[src/rtl/display_pkg.sv]
// Shared types and constants for the two-digit seven-segment scan driver.
// Segment codes are active low, bit order {g,f,e,d,c,b,a}.
package display_pkg;

  typedef enum logic [1:0] {
    S_OFF   = 2'd0,
    S_UNITS = 2'd1,
    S_TENS  = 2'd2
  } scan_state_t;

  localparam logic [6:0] SEG_BLANK = 7'h7F;
  localparam logic [1:0] AN_OFF    = 2'b11;
  localparam logic [1:0] AN_UNITS  = 2'b10;
  localparam logic [1:0] AN_TENS   = 2'b01;

  localparam logic [6:0] SEG_LUT [0:9] = '{
    7'h40, 7'h79, 7'h24, 7'h30, 7'h19,
    7'h12, 7'h02, 7'h78, 7'h00, 7'h10
  };

endpackage

[src/rtl/display_scan_driver_if.sv]
// Value-in / display-out bundle of the scan driver.
// The slave side is the driver itself; the master side is its environment.
interface display_scan_driver_if;
  logic [3:0] value_i;
  logic       value_valid_i;
  logic [6:0] seg_o;
  logic [1:0] an_o;
  logic       tick_o;

  modport master (
    output value_i, value_valid_i,
    input  seg_o, an_o, tick_o
  );

  modport slave (
    input  value_i, value_valid_i,
    output seg_o, an_o, tick_o
  );
endinterface

[src/rtl/seg7_decoder.sv]
// Combinational BCD digit to active-low seven-segment decoder.
// Codes 10-15 and an asserted blank flag both give a dark digit.
module seg7_decoder
  import display_pkg::*;
(
  input  logic [3:0] digit,
  input  logic       blank,
  output logic [6:0] seg
);

  // Look up the segment pattern, forcing blank for non-decimal codes
  always_comb begin
    seg = SEG_BLANK;
    if (blank) begin
      seg = SEG_BLANK;
    end else if (digit < 4'd10) begin
      seg = SEG_LUT[digit];
    end else begin
      seg = SEG_BLANK;
    end
  end

endmodule

[src/rtl/display_scan_driver.sv]
// Two-digit multiplexed seven-segment driver: refresh prescaler, units/tens scan,
// frame-aligned value latching and registered active-low segment/anode outputs.
module display_scan_driver
  import display_pkg::*;
#(
  parameter int unsigned REFRESH_DIV = 50_000,
  parameter bit          BLANK_LZ    = 1'b1
) (
  input  logic                 clk,
  input  logic                 rst_n,
  display_scan_driver_if.slave bus
);

  localparam int unsigned    CW       = (REFRESH_DIV > 1) ? $clog2(REFRESH_DIV) : 1;
  localparam logic [CW-1:0]  CNT_LAST = CW'(REFRESH_DIV - 1);

  logic [CW-1:0] cnt_r;
  logic          tick_s;
  scan_state_t   state_r, state_next_s;
  logic          frame_s;
  logic [3:0]    pend_r, pend_next_s;
  logic          pend_v_r, pend_v_next_s;
  logic [3:0]    shown_r, shown_next_s;
  logic [3:0]    tens_s, units_s, digit_s;
  logic          blank_s;
  logic [1:0]    an_next_s;
  logic [6:0]    seg_dec_s;
  logic [1:0]    an_r;
  logic [6:0]    seg_r;

  assign tick_s = (cnt_r == CNT_LAST);

  // Slot prescaler
  always_ff @(posedge clk or negedge rst_n) begin
    if (!rst_n) begin
      cnt_r <= '0;
    end else if (tick_s) begin
      cnt_r <= '0;
    end else begin
      cnt_r <= cnt_r + CW'(1);
    end
  end

  // Scan state register
  always_ff @(posedge clk or negedge rst_n) begin
    if (!rst_n) begin
      state_r <= S_OFF;
    end else begin
      state_r <= state_next_s;
    end
  end

  // Scan sequencing; S_OFF only leaves on the first tick and is never revisited
  always_comb begin
    state_next_s = state_r;
    case (state_r)
      S_OFF:   state_next_s = tick_s ? S_UNITS : S_OFF;
      S_UNITS: state_next_s = tick_s ? S_TENS  : S_UNITS;
      S_TENS:  state_next_s = tick_s ? S_UNITS : S_TENS;
      default: state_next_s = S_UNITS;
    endcase
    frame_s = tick_s && (state_next_s == S_UNITS);
  end

  // Pending/shown value update; a strobe on a frame tick goes straight to shown
  always_comb begin
    shown_next_s  = shown_r;
    pend_next_s   = pend_r;
    pend_v_next_s = pend_v_r;
    if (frame_s) begin
      if (bus.value_valid_i) begin
        shown_next_s  = bus.value_i;
        pend_v_next_s = 1'b0;
      end else if (pend_v_r) begin
        shown_next_s  = pend_r;
        pend_v_next_s = 1'b0;
      end else begin
        shown_next_s  = shown_r;
      end
    end else if (bus.value_valid_i) begin
      pend_next_s   = bus.value_i;
      pend_v_next_s = 1'b1;
    end else begin
      pend_next_s   = pend_r;
    end
  end

  // Value registers
  always_ff @(posedge clk or negedge rst_n) begin
    if (!rst_n) begin
      pend_r   <= 4'd0;
      pend_v_r <= 1'b0;
      shown_r  <= 4'd0;
    end else begin
      pend_r   <= pend_next_s;
      pend_v_r <= pend_v_next_s;
      shown_r  <= shown_next_s;
    end
  end

  // Digit split and slot selection, evaluated for the state being entered
  always_comb begin
    if (shown_next_s >= 4'd10) begin
      tens_s  = 4'd1;
      units_s = shown_next_s - 4'd10;
    end else begin
      tens_s  = 4'd0;
      units_s = shown_next_s;
    end
    case (state_next_s)
      S_UNITS: begin
        digit_s   = units_s;
        blank_s   = 1'b0;
        an_next_s = AN_UNITS;
      end
      S_TENS: begin
        digit_s   = tens_s;
        blank_s   = BLANK_LZ && (tens_s == 4'd0);
        an_next_s = AN_TENS;
      end
      default: begin
        digit_s   = 4'd0;
        blank_s   = 1'b1;
        an_next_s = AN_OFF;
      end
    endcase
  end

  seg7_decoder u_seg7_decoder (
    .digit (digit_s),
    .blank (blank_s),
    .seg   (seg_dec_s)
  );

  // Output register, updates on the same edge as the scan state
  always_ff @(posedge clk or negedge rst_n) begin
    if (!rst_n) begin
      an_r  <= AN_OFF;
      seg_r <= SEG_BLANK;
    end else begin
      an_r  <= an_next_s;
      seg_r <= seg_dec_s;
    end
  end

  assign bus.seg_o  = seg_r;
  assign bus.an_o   = an_r;
  assign bus.tick_o = tick_s;

endmodule

[src/flat_wrapper.sv]
// flat-port wrapper written by rule: the top's interface ports become plain ports
module display_scan_driver_flat import display_pkg::*;
#(
  parameter int unsigned REFRESH_DIV = 50_000,
  parameter bit          BLANK_LZ    = 1'b1
)
  (clk, rst_n, bus_value_i, bus_value_valid_i, bus_seg_o, bus_an_o, bus_tick_o);
  display_scan_driver_if bus_i ();
  input  logic clk;
  input  logic rst_n;
  input wire logic [$bits(bus_i.value_i)-1:0] bus_value_i;
  input wire logic [$bits(bus_i.value_valid_i)-1:0] bus_value_valid_i;
  output wire logic [$bits(bus_i.seg_o)-1:0] bus_seg_o;
  output wire logic [$bits(bus_i.an_o)-1:0] bus_an_o;
  output wire logic [$bits(bus_i.tick_o)-1:0] bus_tick_o;
  assign bus_i.value_i = bus_value_i;
  assign bus_i.value_valid_i = bus_value_valid_i;
  assign bus_seg_o = bus_i.seg_o;
  assign bus_an_o = bus_i.an_o;
  assign bus_tick_o = bus_i.tick_o;
  display_scan_driver #(.REFRESH_DIV(REFRESH_DIV), .BLANK_LZ(BLANK_LZ)) u_core (.clk(clk), .rst_n(rst_n), .bus(bus_i));
endmodule
[config.mk]
export PLATFORM = sky130hd
export DESIGN_NAME = display_scan_driver_flat
export DESIGN_NICKNAME = d
export VERILOG_FILES = /design/src/rtl/display_pkg.sv /design/src/rtl/display_scan_driver_if.sv /design/src/rtl/seg7_decoder.sv /design/src/rtl/display_scan_driver.sv /design/src/flat_wrapper.sv
export SDC_FILE = /design/constraint.sdc
export NUM_CORES = 1
export LEC_CHECK = 0
export BUFFER_PORTS_ARGS = -buffer_cell sky130_fd_sc_hd__buf_2
export CAP_MARGIN = 30
export CORE_MARGIN = 1
export CORE_UTILIZATION = 50
export CTS_CLUSTER_DIAMETER = 40
export DETAILED_ROUTE_END_ITERATION = 6
export GPL_TIMING_DRIVEN = 0
export PLACE_DENSITY = 0.69
export SYNTH_ARGS = -nofsm -noshare
export SYNTH_HDL_FRONTEND = slang
export SYNTH_SLANG_ARGS = --single-unit
[constraint.sdc]
create_clock -name clk -period 10.2 [get_ports clk]
set_input_delay 1.53 -clock clk [delete_from_list [all_inputs] [get_ports clk]]
set_output_delay 1.53 -clock clk [all_outputs]
set_load 0.02 [all_outputs]
[Yosys cells after proc, flatten, opt, wreduce, memory -nomap -nowiden]
Memory sizes are Yosys's and may differ from the RTL's.
Cells that the tools add are included.
Operators by class
  add/sub/neg operators: 2
  order comparisons: 3
  eq/ne operators: 5
  muxes and demuxes: 19
  bitwise gates (word level): 2
  reduce and logical (&&, ||, !) cells: 5
Operator list (count)
  7-bit 2-to-1 mux: 4
  16-bit by 1-bit adder with 16-bit output (second input constant): 1
  16-bit == test (second input constant): 1
  16-bit 2-to-1 mux: 1
  4-bit 2-to-1 mux: 4
  4-bit one-hot mux with 2 select lines: 1
  2-bit one-hot mux with 3 select lines: 1
  5-bit greater-or-equal comparator (second input constant): 1
  4-bit NOT with 5-bit output: 1
  2-bit by 1-bit == test with 1-bit output (second input constant): 2
  2-bit == test (second input constant): 2
  4-bit greater-or-equal comparator (second input constant): 1
  4-bit zero test: 1
  4-bit < comparator (second input constant): 1
  1-bit 2-to-1 mux: 4
  2-bit 2-to-1 mux: 2
  2-bit one-hot mux with 2 select lines: 1
  4-bit subtractor (second input constant): 1
  2-bit zero test: 1
  1-bit one-hot mux with 2 select lines: 1
  2-bit AND reduction: 1
  2-bit nonzero test: 1
  1-bit logical AND: 1
  1-bit NOT: 1
Storage, ports and cells
  register bits: 36
  memory bits (read-only): 112
  bits of input ports: 7
  output and inout port bits: 10
  logic and storage cells: 44
  memories kept: 1
Memories
  (name not given): words 16, bits a word 7, rd ports 1, clocked after memory_dff 0, wr ports 0, line seg7_decoder.sv:17  | seg = SEG_LUT[digit];

[Depth between registers and ports, before layout]
  depth in word-level cells: 15
  gate-level depth with buffers: 20
  depth with buffers taken out: 19

[Hierarchy]
A second synthesis with hierarchy kept.
Second synthesis, totals
  cell total of the unflattened synthesis: 187
  area total of the unflattened synthesis: 1894.3 um2
Modules (own cells, without submodules)
  display_scan_driver: times used 1, cells each 156, area each 1670.4 um2, sequential area each 912.1 um2
  seg7_decoder: times used 1, cells each 31, area each 224.0 um2, sequential area each 0.0 um2

[Worst setup path after synthesis]
OpenSTA, ideal clock, no wires.
  path kind: register to register
  from: register u_core.cnt_r[11]
  to: register u_core.seg_r[6], in the netlist u_core.bus.seg_o[6]
  library setup time: 0.105 ns
  arrival time: 3.618 ns
  required time: 10.095 ns
  setup slack: 6.477 ns
  cell stages (with the launch flop): 21
  buffers on the path: 2
  clock period less this slack: 3.723 ns
  path through: dfrtp_1 nor4b_2 nand3_1 nor2_1 clkbuf_1 o21ai_0 inv_1 ha_1 and4_2 and4_1 buf_6 o21ai_4 a22oi_4 inv_1 a32oi_4 inv_1 ha_1 inv_1 nand2_1 o21ai_0 o211ai_1
On the way
  cells in the longest elaborated chain, start to end: 15
  elaborated cells on any way between the ends: 23
  classes of those cells: add/sub: 1; order compare: 2; eq/ne: 3; mux: 13; bitwise: 1; reduce/logical: 2; memory: 1
Ends and longest elaborated chain
  start: declaration: line display_scan_driver.sv:17  | logic [CW-1:0] cnt_r;
  start signal: assignment: line display_scan_driver.sv:40  | cnt_r <= cnt_r + CW'(1);
  16-bit == test *: line display_scan_driver.sv:31  | assign tick_s = (cnt_r == CNT_LAST);
  via bus_tick_o: line flat_wrapper.sv:15  | output wire logic [$bits(bus_i.tick_o)-1:0] bus_tick_o;
  2-bit 2-to-1 mux (tied with other cells): line display_scan_driver.sv:59  | S_TENS: state_next_s = tick_s ? S_UNITS : S_TENS;
  2-bit one-hot mux with 3 select lines *: line display_scan_driver.sv:56  | case (state_r)
  via u_core.state_next_s[0]: line display_scan_driver.sv:19  | scan_state_t state_r, state_next_s;
  2-bit by 1-bit == test with 1-bit output *: line display_scan_driver.sv:62  | frame_s = tick_s && (state_next_s == S_UNITS);
  1-bit logical AND *: line display_scan_driver.sv:62
  4-bit 2-to-1 mux *: line display_scan_driver.sv:70  | if (frame_s) begin
  via u_core.shown_next_s[3]: line display_scan_driver.sv:23  | logic [3:0] shown_r, shown_next_s;
  [... 1 more ...]
  4-bit 2-to-1 mux / 1-bit 2-to-1 mux (equally long branches): line display_scan_driver.sv:103  | if (shown_next_s >= 4'd10) begin
  4-bit one-hot mux with 2 select lines: line display_scan_driver.sv:110  | case (state_next_s)
  4-bit NOT with 5-bit output (not written as such): line seg7_decoder.sv:17
  memory read 16 x 7 bit
  7-bit 2-to-1 mux (not written as such) (2 in a row): line seg7_decoder.sv:17
  7-bit 2-to-1 mux: line seg7_decoder.sv:16  | end else if (digit < 4'd10) begin
  7-bit 2-to-1 mux *: line seg7_decoder.sv:14  | if (blank) begin
  via u_core.seg_dec_s[6]: line display_scan_driver.sv:27  | logic [6:0] seg_dec_s;
  end signal: assignment: line display_scan_driver.sv:142  | seg_r <= seg_dec_s;
  end: declaration: line display_scan_driver.sv:29  | logic [6:0] seg_r;
Mark *: on every way through the listed nets, which the timed path passes. The rest lies on a longest branch. The select of a mux whose other input is x is not followed.
A chain may end at the register's enable or synchronous reset.

[Final worst setup path]
  from: register u_core.cnt_r[11]
  to: register u_core.seg_r[6], in the netlist u_core.bus.seg_o[6]
On the way
  cells in the longest elaborated chain, start to end: 15
  elaborated cells on any way between the ends: 23
  classes of those cells: add/sub: 1; order compare: 2; eq/ne: 3; mux: 13; bitwise: 1; reduce/logical: 2; memory: 1
Ends and longest elaborated chain (line)
  16-bit == test *: display_scan_driver.sv:31
  2-bit 2-to-1 mux (tied with other cells): display_scan_driver.sv:59
  2-bit one-hot mux with 3 select lines *: display_scan_driver.sv:56
  via u_core.state_next_s[0]: display_scan_driver.sv:19
  2-bit by 1-bit == test with 1-bit output *: display_scan_driver.sv:62
  1-bit logical AND *: display_scan_driver.sv:62
  4-bit 2-to-1 mux *: display_scan_driver.sv:70
  via u_core.shown_next_s[3]: display_scan_driver.sv:23
  4-bit subtractor / 4-bit greater-or-equal comparator (equally long branches): display_scan_driver.sv:105, display_scan_driver.sv:103
  4-bit 2-to-1 mux / 1-bit 2-to-1 mux (equally long branches): display_scan_driver.sv:103
  4-bit one-hot mux with 2 select lines: display_scan_driver.sv:110
  4-bit NOT with 5-bit output (not written as such): seg7_decoder.sv:17
  memory read 16 x 7 bit
  7-bit 2-to-1 mux (not written as such) (2 in a row): seg7_decoder.sv:17
  7-bit 2-to-1 mux: seg7_decoder.sv:16
  7-bit 2-to-1 mux *: seg7_decoder.sv:14
  via u_core.seg_dec_s[6]: display_scan_driver.sv:27
Marked as above.

==> impl_results.html <==
<table>
<tr><th>Metric</th><th>Value</th></tr>
<tr><th colspan="2">Drt</th></tr>
<tr><td>Average via count per standard cell</td><td>about 5.4</td></tr>
<tr><td>Iter 0 DRT Violations</td><td>27</td></tr>
<tr><td>Number of routed nets with antenna violations</td><td>0</td></tr>
<tr><td>Vias after detailed routing</td><td>1272</td></tr>
<tr><td>Count of TritonRoute iterations in the first routing pass</td><td>4</td></tr>
<tr><td>WL final</td><td>3050 um</td></tr>
<tr><td>DRC violation count after routing</td><td>0</td></tr>
<tr><td>Post-detailed-route wirelength per cell</td><td>13.0 um</td></tr>
<tr><th colspan="2">Pwr</th></tr>
<tr><td>Largest vdd supply drop</td><td>approximately 93 uV</td></tr>
<tr><td>Leakage Power</td><td>0.895 nW</td></tr>
<tr><td>Final Power</td><td>0.241 mW</td></tr>
<tr><td>Pwr per Cell Area</td><td>118 nW/um^2</td></tr>
<tr><th colspan="2">Worst setup path</th></tr>
<tr><td>Type of the worst setup path</td><td>reg -&gt; reg</td></tr>
<tr><td>FF-to-FF End</td><td>u_core.bus.seg_o[6]</td></tr>
<tr><td>Cell repeated most along the worst path</td><td>inv_1</td></tr>
<tr><td>Critical R2R Launch</td><td>u_core.cnt_r[11]</td></tr>
<tr><td>Critical Path Max Stage Delay</td><td>0.44 ns</td></tr>
<tr><td>Startpoint kind of the worst setup timing path</td><td>flop</td></tr>
<tr><td>R2R Setup Slk</td><td>a little under 6 ns</td></tr>
<tr><td>Max FO, Critical Path</td><td>10</td></tr>
<tr><td>Logic depth of the worst register-to-register path</td><td>20</td></tr>
<tr><td>Start point of the critical path</td><td>u_core.cnt_r[11]</td></tr>
<tr><td>Slowest library cell on the worst path</td><td>dfrtp_1</td></tr>
<tr><td>CP arrival</td><td>4.50 ns</td></tr>
<tr><td>Required time reported for the critical path endpoint</td><td>10.45 ns</td></tr>
<tr><td>Crit path capture type</td><td>flop</td></tr>
<tr><td>Critical path endpoint</td><td>u_core.bus.seg_o[6]</td></tr>
<tr><td>CP cell instances</td><td>nor4b_2 &gt; nand3_1 &gt; nor2_1 &gt; clkbuf_1 &gt; o21ai_0 &gt; inv_1 &gt; ha_1 &gt; and4_2 &gt; and4_1 &gt; buf_6 &gt; o21ai_4 &gt; a22oi_4 &gt; inv_1 &gt; a32oi_4 &gt; inv_1 &gt; ha_1 &gt; inv_1 &gt; nand2_1 &gt; o21ai_0 &gt; o211ai_1</td></tr>
<tr><th colspan="2">Flow run</th></tr>
<tr><td>Max Cap Viol</td><td>0</td></tr>
<tr><th colspan="2">STA</th></tr>
<tr><td>Worst Tran Pin Value</td><td>0.770 ns</td></tr>
<tr><td>RSZ-0062 raised after global routing</td><td>false</td></tr>
<tr><td>Number of hold violations in the final report</td><td>0</td></tr>
<tr><td>Setup violation total in the final timing report</td><td>0</td></tr>
<tr><td>Max Freq</td><td>235 MHz</td></tr>
<tr><td>Final critical-path required period</td><td>4.25 ns</td></tr>
<tr><td>Final setup TNS</td><td>0 ns</td></tr>
<tr><td>Remaining max-slew budget at the tightest pin</td><td>48.6%</td></tr>
<tr><td>Setup Skew</td><td>around 0.0073 ns</td></tr>
<tr><td>Share of the cycle needed by the critical path after routing</td><td>41.7%</td></tr>
<tr><td>Pins Over Slew Limit</td><td>0</td></tr>
<tr><th colspan="2">Global route</th></tr>
<tr><td>Largest net degree at the start of global routing</td><td>37</td></tr>
<tr><td>Overall fraction of global-route tracks in use</td><td>between 10% and 20%</td></tr>
<tr><td>Initial antenna violation count</td><td>0</td></tr>
<tr><td>GR Overflow Total</td><td>0</td></tr>
<tr><td>Via count of the first global-routing pass</td><td>1271</td></tr>
<tr><td>Wire length of the first global-routing pass</td><td>roughly 5500 um</td></tr>
<tr><th colspan="2">Clock tree</th></tr>
<tr><td>Clock latency reported for the late side of the worst-skew pair</td><td>0.34 ns</td></tr>
<tr><td>CTS max path bufs</td><td>2</td></tr>
<tr><td>Clock Root Buffer</td><td>clkbuf_4</td></tr>
<tr><td>Clock transition at the register clock pins on the worst setup and hold paths after CTS</td><td>0.11 ns</td></tr>
<tr><td>Setup bufs post-CTS</td><td>0</td></tr>
<tr><td># H-tree levels</td><td>2</td></tr>
<tr><td>CTS Hold Buffers Added</td><td>0</td></tr>
<tr><td>Inserted Clock Buffers</td><td>5</td></tr>
<tr><td>Count of clock tree sinks</td><td>36</td></tr>
<tr><td>TritonCTS clock tree</td><td>done</td></tr>
<tr><td>Post-CTS sizing</td><td>0</td></tr>
<tr><th colspan="2">Logic synthesis</th></tr>
<tr><td>Net Count, Synth</td><td>180</td></tr>
<tr><td>Seq/Total Area, Yosys</td><td>a little under 50%</td></tr>
<tr><td>Gate Count Post-Synth</td><td>165</td></tr>
<tr><td>Share of flip-flops with an asynchronous set or reset</td><td>100%</td></tr>
<tr><td>Most common library cells after synthesis</td><td>27 x dfrtp_1, 17 x nor2_1, 13 x nand2_1</td></tr>
<tr><td>Post-synth EDFFs</td><td>0</td></tr>
<tr><td>Top post-synthesis cells by area</td><td>dfrtp_1 37%, dfstp_2 13%, ha_1 5.4%, nor2_1 3.5%, xnor2_1 3.3%</td></tr>
<tr><td>Syn_area_per_cell</td><td>11.1 um^2</td></tr>
<tr><td>Post-synthesis cell area</td><td>1840 um^2</td></tr>
<tr><td>Number of flip-flops and latches in the synthesized netlist</td><td>36</td></tr>
<tr><td>Number of library cell types mapped by synthesis</td><td>42</td></tr>
<tr><td>Total number of yosys warnings</td><td>0</td></tr>
<tr><td>Most used flip-flop cell after synthesis</td><td>dfrtp_1</td></tr>
<tr><td>Yosys top cell by area</td><td>dfrtp_1</td></tr>
<tr><td>Cell with the most instances after synthesis</td><td>dfrtp_1</td></tr>
<tr><td>Share of the synthesized area in the top cell type</td><td>36.8%</td></tr>
<tr><th colspan="2">Final layout</th></tr>
<tr><td>Antenna Diode Count</td><td>0</td></tr>
<tr><td>Synth-to-Final Area Change</td><td>11.2%</td></tr>
<tr><td># fillers</td><td>302</td></tr>
<tr><td>Layout cells sized above 1</td><td>26.5%</td></tr>
<tr><td>Fin nets</td><td>203</td></tr>
<tr><th colspan="2">Place</th></tr>
<tr><td>Final GP Congestion</td><td>0.742</td></tr>
<tr><td>HPWL after detailed placement</td><td>between 2000 and 2500 um</td></tr>
<tr><td># port buffers</td><td>16</td></tr>
<tr><th colspan="2">Outcome</th></tr>
<tr><td>Run status</td><td>complete, no violations</td></tr>
<tr><th colspan="2">Hold path</th></tr>
<tr><td>Hold Path Class</td><td>reg -&gt; reg</td></tr>
<tr><td>Worst Hold Depth</td><td>1</td></tr>
<tr><th colspan="2">Floorplan</th></tr>
<tr><td>I/O pin cnt</td><td>17</td></tr>
<tr><td>Core Area</td><td>3420 um^2</td></tr>
<tr><td>Area enclosed by the die boundary</td><td>3920 um^2</td></tr>
<tr><td>Vertical die dimension</td><td>62.6 um</td></tr>
<tr><td>Placement row count</td><td>21</td></tr>
<tr><td>Effective utilization at floorplan</td><td>53.8%</td></tr>
<tr><td>Floorplan die width</td><td>62.6 um</td></tr>
</table>
==> layer usage <==
metal,up-vias,share of wire [%],wire [um],GRT usage (%)
met1,616,47,1440,21.5
met4,0,1.4,44,6.69
met2,25,47,1440,30.4
met3,5,4.4,133,5.29
li1,626,-,-,-
met5,-,0,0,0
==> area by class of cell <==
| type | instances | area [um^2] | area share (%) |
|---|---|---|---|
| sequential | 36 | 912 | 44.6 |
| multi-input combinational | 118 | 876 | 42.8 |
| timing repair buffer | 16 | 80.1 | 3.92 |
| buffer | 3 | 20.0 | 0.979 |
| clock buffer | 8 | 68.8 | 3.37 |
| inverter | 8 | 30.0 | 1.47 |
| tap | 46 | 57.6 | 2.82 |
==> where the power goes <==
| part | internal (mW) | switching (mW) |
|---|---|---|
| logic | 0.00385 | 0.00571 |
| registers | 0.144 | 0.000953 |
| clock network | 0.0406 | 0.0451 |
==> state kept, by name (all words and copies together) (netlist names) <==
name / flops
u_core.bus.an_o: 2
u_core.bus.seg_o: 7
u_core.cnt_r: 16
u_core.pend_r: 4
u_core.pend_v_r: 1
u_core.shown_r: 4
u_core.state_r: 2
==> placed cells by master (no fill, tap or decap), drive strengths merged, types with 2 or more instances in the layout <==
cell,count
nand2,14
nand3b,2
o211ai,5
inv,8
clkbuf,9
xnor2,7
o21ai,12
nor2,17
nand3,10
and4bb,2
nand4,3
nor2b,3
ha,8
a21oi,2
buf,18
dfstp,9
xor2,6
mux2,5
and4,3
dfrtp,27
a21o,2
a22o,6
==> per-stage QoR <==
step / instances / hold slack (ns) / util, % / setup WS [ns] / area (um^2)
4_1_cts: 235 / 0.494 / 59.9 / 5.95 / 2040
3_3_place_gp: 227 / 0.463 / 57.8 / 6.04 / 1980
5_1_grt: 235 / 0.518 / 59.9 / 5.58 / 2040
3_5_place_dp: 227 / 0.481 / 57.8 / 5.97 / 1980
2_1_floorplan: 165 / 0.448 / - / 6.48 / 1840
6_report: 235 / 0.491 / 59.9 / 5.95 / 2040
==> worst min-delay path by stage <==
stage                     from               to  slack (ns)
2_1_floorplan  u_core.cnt_r[0]  u_core.cnt_r[0]        0.45
3_3_place_gp   u_core.cnt_r[0]  u_core.cnt_r[0]        0.46
3_5_place_dp   u_core.cnt_r[0]  u_core.cnt_r[0]        0.48
4_1_cts        u_core.cnt_r[0]  u_core.cnt_r[0]        0.49
5_1_grt        u_core.cnt_r[0]  u_core.cnt_r[0]        0.52
6_report       u_core.cnt_r[0]  u_core.cnt_r[0]        0.49
==> worst max-delay path, delay by kind of cell (launching register included) <==
family,cells,cell delay [ns]
flip-flops,1,0.44
adder cells (fa/ha/maj),2,0.43
AND/OR/NAND/NOR,6,1.31
AO/OA/AOI/OAI,6,1.00
buffers and inverters,6,0.98
==> kinds of logic after synthesis <==
logic type | after synthesis | share of synthesized area (%)
and+or+nand+nor | 62 | 18.2
DFF | 36 | 49.6
AOI/OAI and AO/OA | 30 | 14.6
xor gates and xnor gates | 13 | 6.19
buffers and inverters | 11 | 2.72
adders and majority gates | 8 | 5.45
muxes | 5 | 3.27
No activity file was read; power rests on OpenSTA's default activity.
